`src/rtl/uart_rx_framer.sv`:
```
// 8N1 UART receiver with a fractional oversampling tick, line-idle and end-of-packet detection.
// Define UART_RX_FRAME_ERR_EN to add the rxd_frame_err strobe (framing errors and false starts).
module uart_rx_framer #(
  parameter int unsigned CLK_FREQUENCY = 100_000_000,
  parameter int unsigned BAUD          = 12_000_000,
  parameter int unsigned OVERSAMPLING  = 8,
  parameter int unsigned ACC_WIDTH     = 16
) (
  input  logic       clk,
  input  logic       reset,
  input  logic       rxd,
  output logic       rxd_data_ready,
  output logic [7:0] rxd_data,
  output logic       rxd_idle,
`ifdef UART_RX_FRAME_ERR_EN
  output logic       rxd_frame_err,
`endif
  output logic       rxd_endofpacket
);

  localparam logic [63:0] INC_WIDE =
    (((64'(BAUD) * 64'(OVERSAMPLING)) << ACC_WIDTH) + 64'(CLK_FREQUENCY / 2)) / 64'(CLK_FREQUENCY);
  localparam logic [ACC_WIDTH-1:0] INC = INC_WIDE[ACC_WIDTH-1:0];

  localparam int CNT_W = $clog2(OVERSAMPLING);
  localparam int GAP_W = $clog2(2 * OVERSAMPLING + 1);
  localparam logic [CNT_W-1:0] HALF_LAST = CNT_W'(OVERSAMPLING / 2 - 1);
  localparam logic [CNT_W-1:0] FULL_LAST = CNT_W'(OVERSAMPLING - 1);
  localparam logic [GAP_W-1:0] GAP_SAT   = GAP_W'(2 * OVERSAMPLING);

  typedef enum logic [3:0] {
    IDLE, START, BIT0, BIT1, BIT2, BIT3, BIT4, BIT5, BIT6, BIT7, STOP, BREAK
  } state_t;

  state_t               state_q, state_d;
  logic [ACC_WIDTH-1:0] acc_q;
  logic [ACC_WIDTH:0]   accSum;
  logic                 tick;
  logic                 sync1_q, sync2_q, sample_q, filt_q, filt_d;
  logic [CNT_W-1:0]     sampleCnt_q, sampleCnt_d;
  logic [7:0]           shift_q, shift_d, data_q, data_d;
  logic                 ready_q, ready_d, seen_q, seen_d, eop_q, eop_d;
  logic [GAP_W-1:0]     gapCnt_q, gapCnt_d;
  logic                 halfDone, bitDone;
`ifdef UART_RX_FRAME_ERR_EN
  logic                 frameErr_q, frameErr_d;
`endif

  // Phase accumulator: its carry-out is the oversampling tick.
  assign accSum = {1'b0, acc_q} + {1'b0, INC};
  assign tick   = accSum[ACC_WIDTH];

  // The filtered bit only follows the line once two consecutive tick samples agree.
  always_comb begin
    filt_d = filt_q;
    if (tick && (sync2_q == sample_q)) filt_d = sync2_q;
  end

  always_ff @(posedge clk or posedge reset) begin
    if (reset) begin
      acc_q    <= '0;
      sync1_q  <= 1'b1;
      sync2_q  <= 1'b1;
      sample_q <= 1'b1;
      filt_q   <= 1'b1;
    end else begin
      acc_q   <= accSum[ACC_WIDTH-1:0];
      sync1_q <= rxd;
      sync2_q <= sync1_q;
      if (tick) begin
        sample_q <= sync2_q;
        filt_q   <= filt_d;
      end
    end
  end

  assign halfDone = tick && (sampleCnt_q == HALF_LAST);
  assign bitDone  = tick && (sampleCnt_q == FULL_LAST);

  always_ff @(posedge clk or posedge reset) begin
    if (reset) state_q <= IDLE;
    else       state_q <= state_d;
  end

  always_comb begin
    state_d = state_q;
    case (state_q)
      IDLE:  if (tick && !filt_d) state_d = START;
      START: if (halfDone) state_d = filt_d ? IDLE : BIT0;
      BIT0, BIT1, BIT2, BIT3, BIT4, BIT5, BIT6:
             if (bitDone) state_d = state_t'(state_q + 4'd1);
      BIT7:  if (bitDone) state_d = STOP;
      STOP:  if (bitDone) state_d = filt_d ? IDLE : BREAK;
      BREAK: if (filt_d) state_d = IDLE;
      default: state_d = IDLE;
    endcase
  end

  always_comb begin
    sampleCnt_d = sampleCnt_q;
    shift_d     = shift_q;
    data_d      = data_q;
    ready_d     = 1'b0;
    seen_d      = seen_q;
`ifdef UART_RX_FRAME_ERR_EN
    frameErr_d  = 1'b0;
`endif
    case (state_q)
      START: begin
        if (tick) sampleCnt_d = halfDone ? '0 : sampleCnt_q + 1'b1;
`ifdef UART_RX_FRAME_ERR_EN
        if (halfDone && filt_d) frameErr_d = 1'b1;
`endif
      end
      BIT0, BIT1, BIT2, BIT3, BIT4, BIT5, BIT6, BIT7: begin
        if (tick) sampleCnt_d = bitDone ? '0 : sampleCnt_q + 1'b1;
        if (bitDone) shift_d = {filt_d, shift_q[7:1]};
      end
      STOP: begin
        if (tick) sampleCnt_d = bitDone ? '0 : sampleCnt_q + 1'b1;
        if (bitDone && filt_d) begin
          data_d  = shift_q;
          ready_d = 1'b1;
          seen_d  = 1'b1;
        end
`ifdef UART_RX_FRAME_ERR_EN
        if (bitDone && !filt_d) frameErr_d = 1'b1;
`endif
      end
      default: sampleCnt_d = '0;
    endcase

    // Gap counter only runs while waiting for a start bit; a frame always clears it.
    gapCnt_d = gapCnt_q;
    if (state_q != IDLE)                    gapCnt_d = '0;
    else if (tick && (gapCnt_q != GAP_SAT)) gapCnt_d = gapCnt_q + 1'b1;

    eop_d = seen_q && (gapCnt_q != GAP_SAT) && (gapCnt_d == GAP_SAT);
    if (eop_d) seen_d = 1'b0;
  end

  always_ff @(posedge clk or posedge reset) begin
    if (reset) begin
      sampleCnt_q <= '0;
      shift_q     <= '0;
      data_q      <= '0;
      ready_q     <= 1'b0;
      seen_q      <= 1'b0;
      eop_q       <= 1'b0;
      gapCnt_q    <= GAP_SAT;
`ifdef UART_RX_FRAME_ERR_EN
      frameErr_q  <= 1'b0;
`endif
    end else begin
      sampleCnt_q <= sampleCnt_d;
      shift_q     <= shift_d;
      data_q      <= data_d;
      ready_q     <= ready_d;
      seen_q      <= seen_d;
      eop_q       <= eop_d;
      gapCnt_q    <= gapCnt_d;
`ifdef UART_RX_FRAME_ERR_EN
      frameErr_q  <= frameErr_d;
`endif
    end
  end

  assign rxd_data_ready  = ready_q;
  assign rxd_data        = data_q;
  assign rxd_idle        = (gapCnt_q == GAP_SAT);
  assign rxd_endofpacket = eop_q;
`ifdef UART_RX_FRAME_ERR_EN
  assign rxd_frame_err   = frameErr_q;
`endif

endmodule

```
`config.mk`:
```
export PLATFORM = sky130hd
export DESIGN_NAME = uart_rx_framer
export DESIGN_NICKNAME = d
export VERILOG_FILES = /design/src/rtl/uart_rx_framer.sv
export SDC_FILE = /design/constraint.sdc
export NUM_CORES = 1
export LEC_CHECK = 0
export ABC_AREA = 1
export CAP_MARGIN = 20
export CORE_MARGIN = 5
export CORE_UTILIZATION = 50
export DETAILED_ROUTE_END_ITERATION = 16
export PLACE_DENSITY = 0.71
export SYNTH_ARGS = -nofsm -noshare
export SYNTH_HDL_FRONTEND = slang
export SYNTH_SLANG_ARGS = --single-unit
```
`constraint.sdc`:
```
create_clock -name clk -period 1.7 [get_ports clk]
set_input_delay 0.17 -clock clk [delete_from_list [all_inputs] [get_ports clk]]
set_output_delay 0.17 -clock clk [all_outputs]
set_load 0.005 [all_outputs]
```
==> impl_metrics.env <==
export IMPL_status="finished with violations"
export IMPL_violations="negative setup slack"
export IMPL_drtIter0Drc=121
export IMPL_cts_root_buffer="clkbuf_8"
export IMPL_synth_seq_cells=51
export IMPL_final_hold_violation_count=0
export IMPL_reg2reg_to="state_q[2]$_DFFE_PP0P_"
export IMPL_synthToLayoutAreaGrowth_pct=40.1
export IMPL_via_per_inst=4.88
export IMPL_clkTransAtPathRegs_ns=0.10
export IMPL_fill_cells=343
export IMPL_worstPathRequired_ns=1.95
export IMPL_crit_top_cell="buf_4"
export IMPL_yosys_warnings=0
export IMPL_dp_slack_ns=-0.129
export IMPL_hold_ws_ns=0.163
export IMPL_pwr_density_cell_nw_per_um2=1060
export IMPL_clock_skew_ns=0.0131
export IMPL_crit_path_start_kind="register"
export IMPL_critical_path_arrival_ns=2.09
export IMPL_p_int_mw=2.51
export IMPL_core_area_um2=5110
export IMPL_ant_nets=0
export IMPL_final_cells=447
export IMPL_antenna_found_initial=0
export IMPL_critPathMaxStageDelay_ns=0.45
export IMPL_gr_total_overflow=0
export IMPL_ys_types=30
export IMPL_use_met2_pct=33.3
export IMPL_gp_congestion=0.849
export IMPL_r2r_start="state_q[1]$_DFFE_PP0P_"
export IMPL_rows=26
export IMPL_syn_cell_area_um2=2620
export IMPL_fin_area_um2=3670
export IMPL_routed_wl_um=6040
export IMPL_dp_cells=414
export IMPL_endpoint_kind="register"
export IMPL_placed_cell_area_um2=3200
export IMPL_clkPwrFrac_pct=21.7
export IMPL_grt_pass1_wl_um=9790
export IMPL_final_nets=389
export IMPL_n_antenna_cell=0
export IMPL_cts_hold_repair_buffers=0
export IMPL_synth_avg_cell_area_um2=9.11
export IMPL_ir_drop_v=0.000695
export IMPL_grtUsageTotal_pct=19.2
export IMPL_cp_num_buf_inv=6
export IMPL_rsz0062_at_grt="true"
export IMPL_max_cap_violations=0
export IMPL_crit_slowest_cell="dfrtp_1"
export IMPL_switching_share_pct=35.7
export IMPL_hold_path_class="primary input to async pin"
export IMPL_drive_above_1_share_pct=41.4
export IMPL_globalRouteMet1Util_pct=23.0
export IMPL_power_mw=3.90
export IMPL_cts_buffers=5
export IMPL_cts_tree="done"
export IMPL_power_leakage_nw=1.83
export IMPL_h_tree_depth=2
export IMPL_cp_cell_sequence="inv_2 -> ha_2 -> inv_2 -> o21ai_2 -> o21ai_2 -> buf_4 -> buf_4 -> buf_4 -> buf_4 -> a21oi_1 -> nand2_1 -> nand2_1"
export IMPL_synth_nets=301
export IMPL_seqPwrFrac_pct=36.0
export IMPL_place_hpwl_um=3740
export IMPL_ys_seq_area_share_pct=48.9
export IMPL_grt_pass1_vias=2201
export IMPL_drc=0
export IMPL_io_pins=14
export IMPL_fin_util_pct=71.9
export IMPL_setup_tns_ns=-1.22
export IMPL_critical_path_top_delay_family="buffers and inverters"
export IMPL_wl_per_cell_um=13.5
export IMPL_path_max_fanout=4
export IMPL_tightest_slew_ns=0.423
export IMPL_dieArea_um2=6790
export IMPL_num_vias=2181
export IMPL_die_w_um=82.4
export IMPL_regToRegSetupSlack_ns=-0.13
export IMPL_use_met3_pct=3.90
export IMPL_io_buffers=13
export IMPL_dr_pass1_iters=4
export IMPL_combPwrFrac_pct=42.2
export IMPL_relSlewSlack_pct=71.7
export IMPL_max_freq_mhz=546
export IMPL_setup_violations=18
export IMPL_cts_path_max_buffers=2
export IMPL_initial_core_util_pct=51.3
export IMPL_period_minus_slack_ns=1.83
export IMPL_switching_power_mw=1.39
export IMPL_cts_sinks=51
export IMPL_slew_violations=0
export IMPL_path_class="register to register"
export IMPL_r2r_cells=12
export IMPL_fp_dieH_um=82.4
export IMPL_clkLatencyLatePin_ns=0.31
export IMPL_timing_final_ws_setup_ns=-0.130
export IMPL_synthCells=288
export IMPL_fin_crit_sh_pct=108
export IMPL_grt_busiest_layer="met2"
export IMPL_grt_max_degree=24
[power groups by stage]
stage	clock [mW]	sequential, mW	combinational [mW]
floorplan	0	1.41	0.825
finish	0.848	1.41	1.65
detailed placement	0	1.43	1.27
CTS	0.866	1.40	1.42
global route	0.927	1.42	1.84
global placement	0	1.42	1.24
[cell families after synthesis]
family	share of synthesized area (%)
compound gates	9.83
xor+xnor	6.35
fa+ha+maj	4.77
buf+inv	8.06
flops	48.9
simple gates	22.1
[metal layers]
metal,up-vias,wire length [µm]
li1,1085,-
met1,1054,2600
met2,30,3160
met3,12,150
met4,0,125
met5,-,0
[how the worst max path moves through the flow]
| stage | from | to | slack [ns] | cells past startpoint |
|---|---|---|---|---|
| 2_1_floorplan | state_q[0]$_DFFE_PP0P_ | state_q[2]$_DFFE_PP0P_ | -0.01 | 14 |
| 3_3_place_gp | acc_q[1]$_DFF_PP0_ | rxd_data[7]$_DFFE_PP0P_ | -0.08 | 12 |
| 3_5_place_dp | acc_q[1]$_DFF_PP0_ | seen_q$_DFFE_PP0P_ | -0.13 | 14 |
| 4_1_cts | acc_q[0]$_DFF_PP0_ | seen_q$_DFFE_PP0P_ | -0.09 | 15 |
| 5_1_grt | state_q[1]$_DFFE_PP0P_ | shift_q[6]$_DFFE_PP0P_ | -0.25 | 12 |
| 6_report | state_q[1]$_DFFE_PP0P_ | state_q[2]$_DFFE_PP0P_ | -0.13 | 12 |
[Yosys cell counts, drive strengths merged]
cell type	instances	area share, %
a21o	1	0.29
a21oi	8	1.5
buf	3	1.0
dfrtp	46	44
dfstp	5	5.0
ha	10	4.8
inv	49	7.0
nand2	70	11
nand3	24	6.3
nand4	2	0.48
nor2	19	3.6
nor3	1	0.38
o211ai	1	0.29
o21a	1	0.29
o21ai	25	6.3
o21bai	1	0.29
o22ai	1	0.24
o31ai	2	0.57
xnor2	6	2.0
xor2	13	4.3
[worst reg2reg max path, cell delays in order (launching register included)]
cell and delay (ns):
dfrtp_1 0.45, inv_2 0.11, ha_2 0.18, inv_2 0.05, o21ai_2 0.14, o21ai_2 0.09
buf_4 0.13, buf_4 0.12, buf_4 0.13, buf_4 0.12, a21oi_1 0.12, nand2_1 0.07
nand2_1 0.07
[flip-flops by register name, summed over array words and instances (netlist names)]
signal and flops:
acc_q 16, rxd_data 8, shift_q 8, gapCnt_q 5
state_q 4, sampleCnt_q 3, filt_q 1, rxd_data_ready 1
rxd_endofpacket 1, sample_q 1, seen_q 1, sync1_q 1
sync2_q 1
[cell usage in the layout, fill, tap and decap left out, drive strengths merged, types with 2 or more instances in the layout]
master and n:
o31ai 2, xor2 13, nand2 71, inv 49
ha 10, dfrtp 46, nand3 26, clkdlybuf4s50 12
nor2 19, xnor2 6, clkbuf 6, buf 68
dfstp 5, o21ai 25, a21oi 8, nand4 2
[final cells by class]
cell class	instances	area (µm²)	area share, %
clock inverters	2	37.5	1.02
well taps	70	87.6	2.38
repair buffers	81	672	18.3
clock buffers	6	72.6	1.98
flip-flops and latches	51	1280	34.9
multi-input cells	188	1330	36.3
inverters	49	189	5.14
[what timing repair did]
item                                    in CTS  in global routing
gates resized for setup                     21                 28
gates cloned                                 2                  1
buffers inserted                            16                  6
pin swaps                                   13                 13
endpoints found under the setup margin      27                 29
Note: power is estimated with default switching activity, not from simulation.
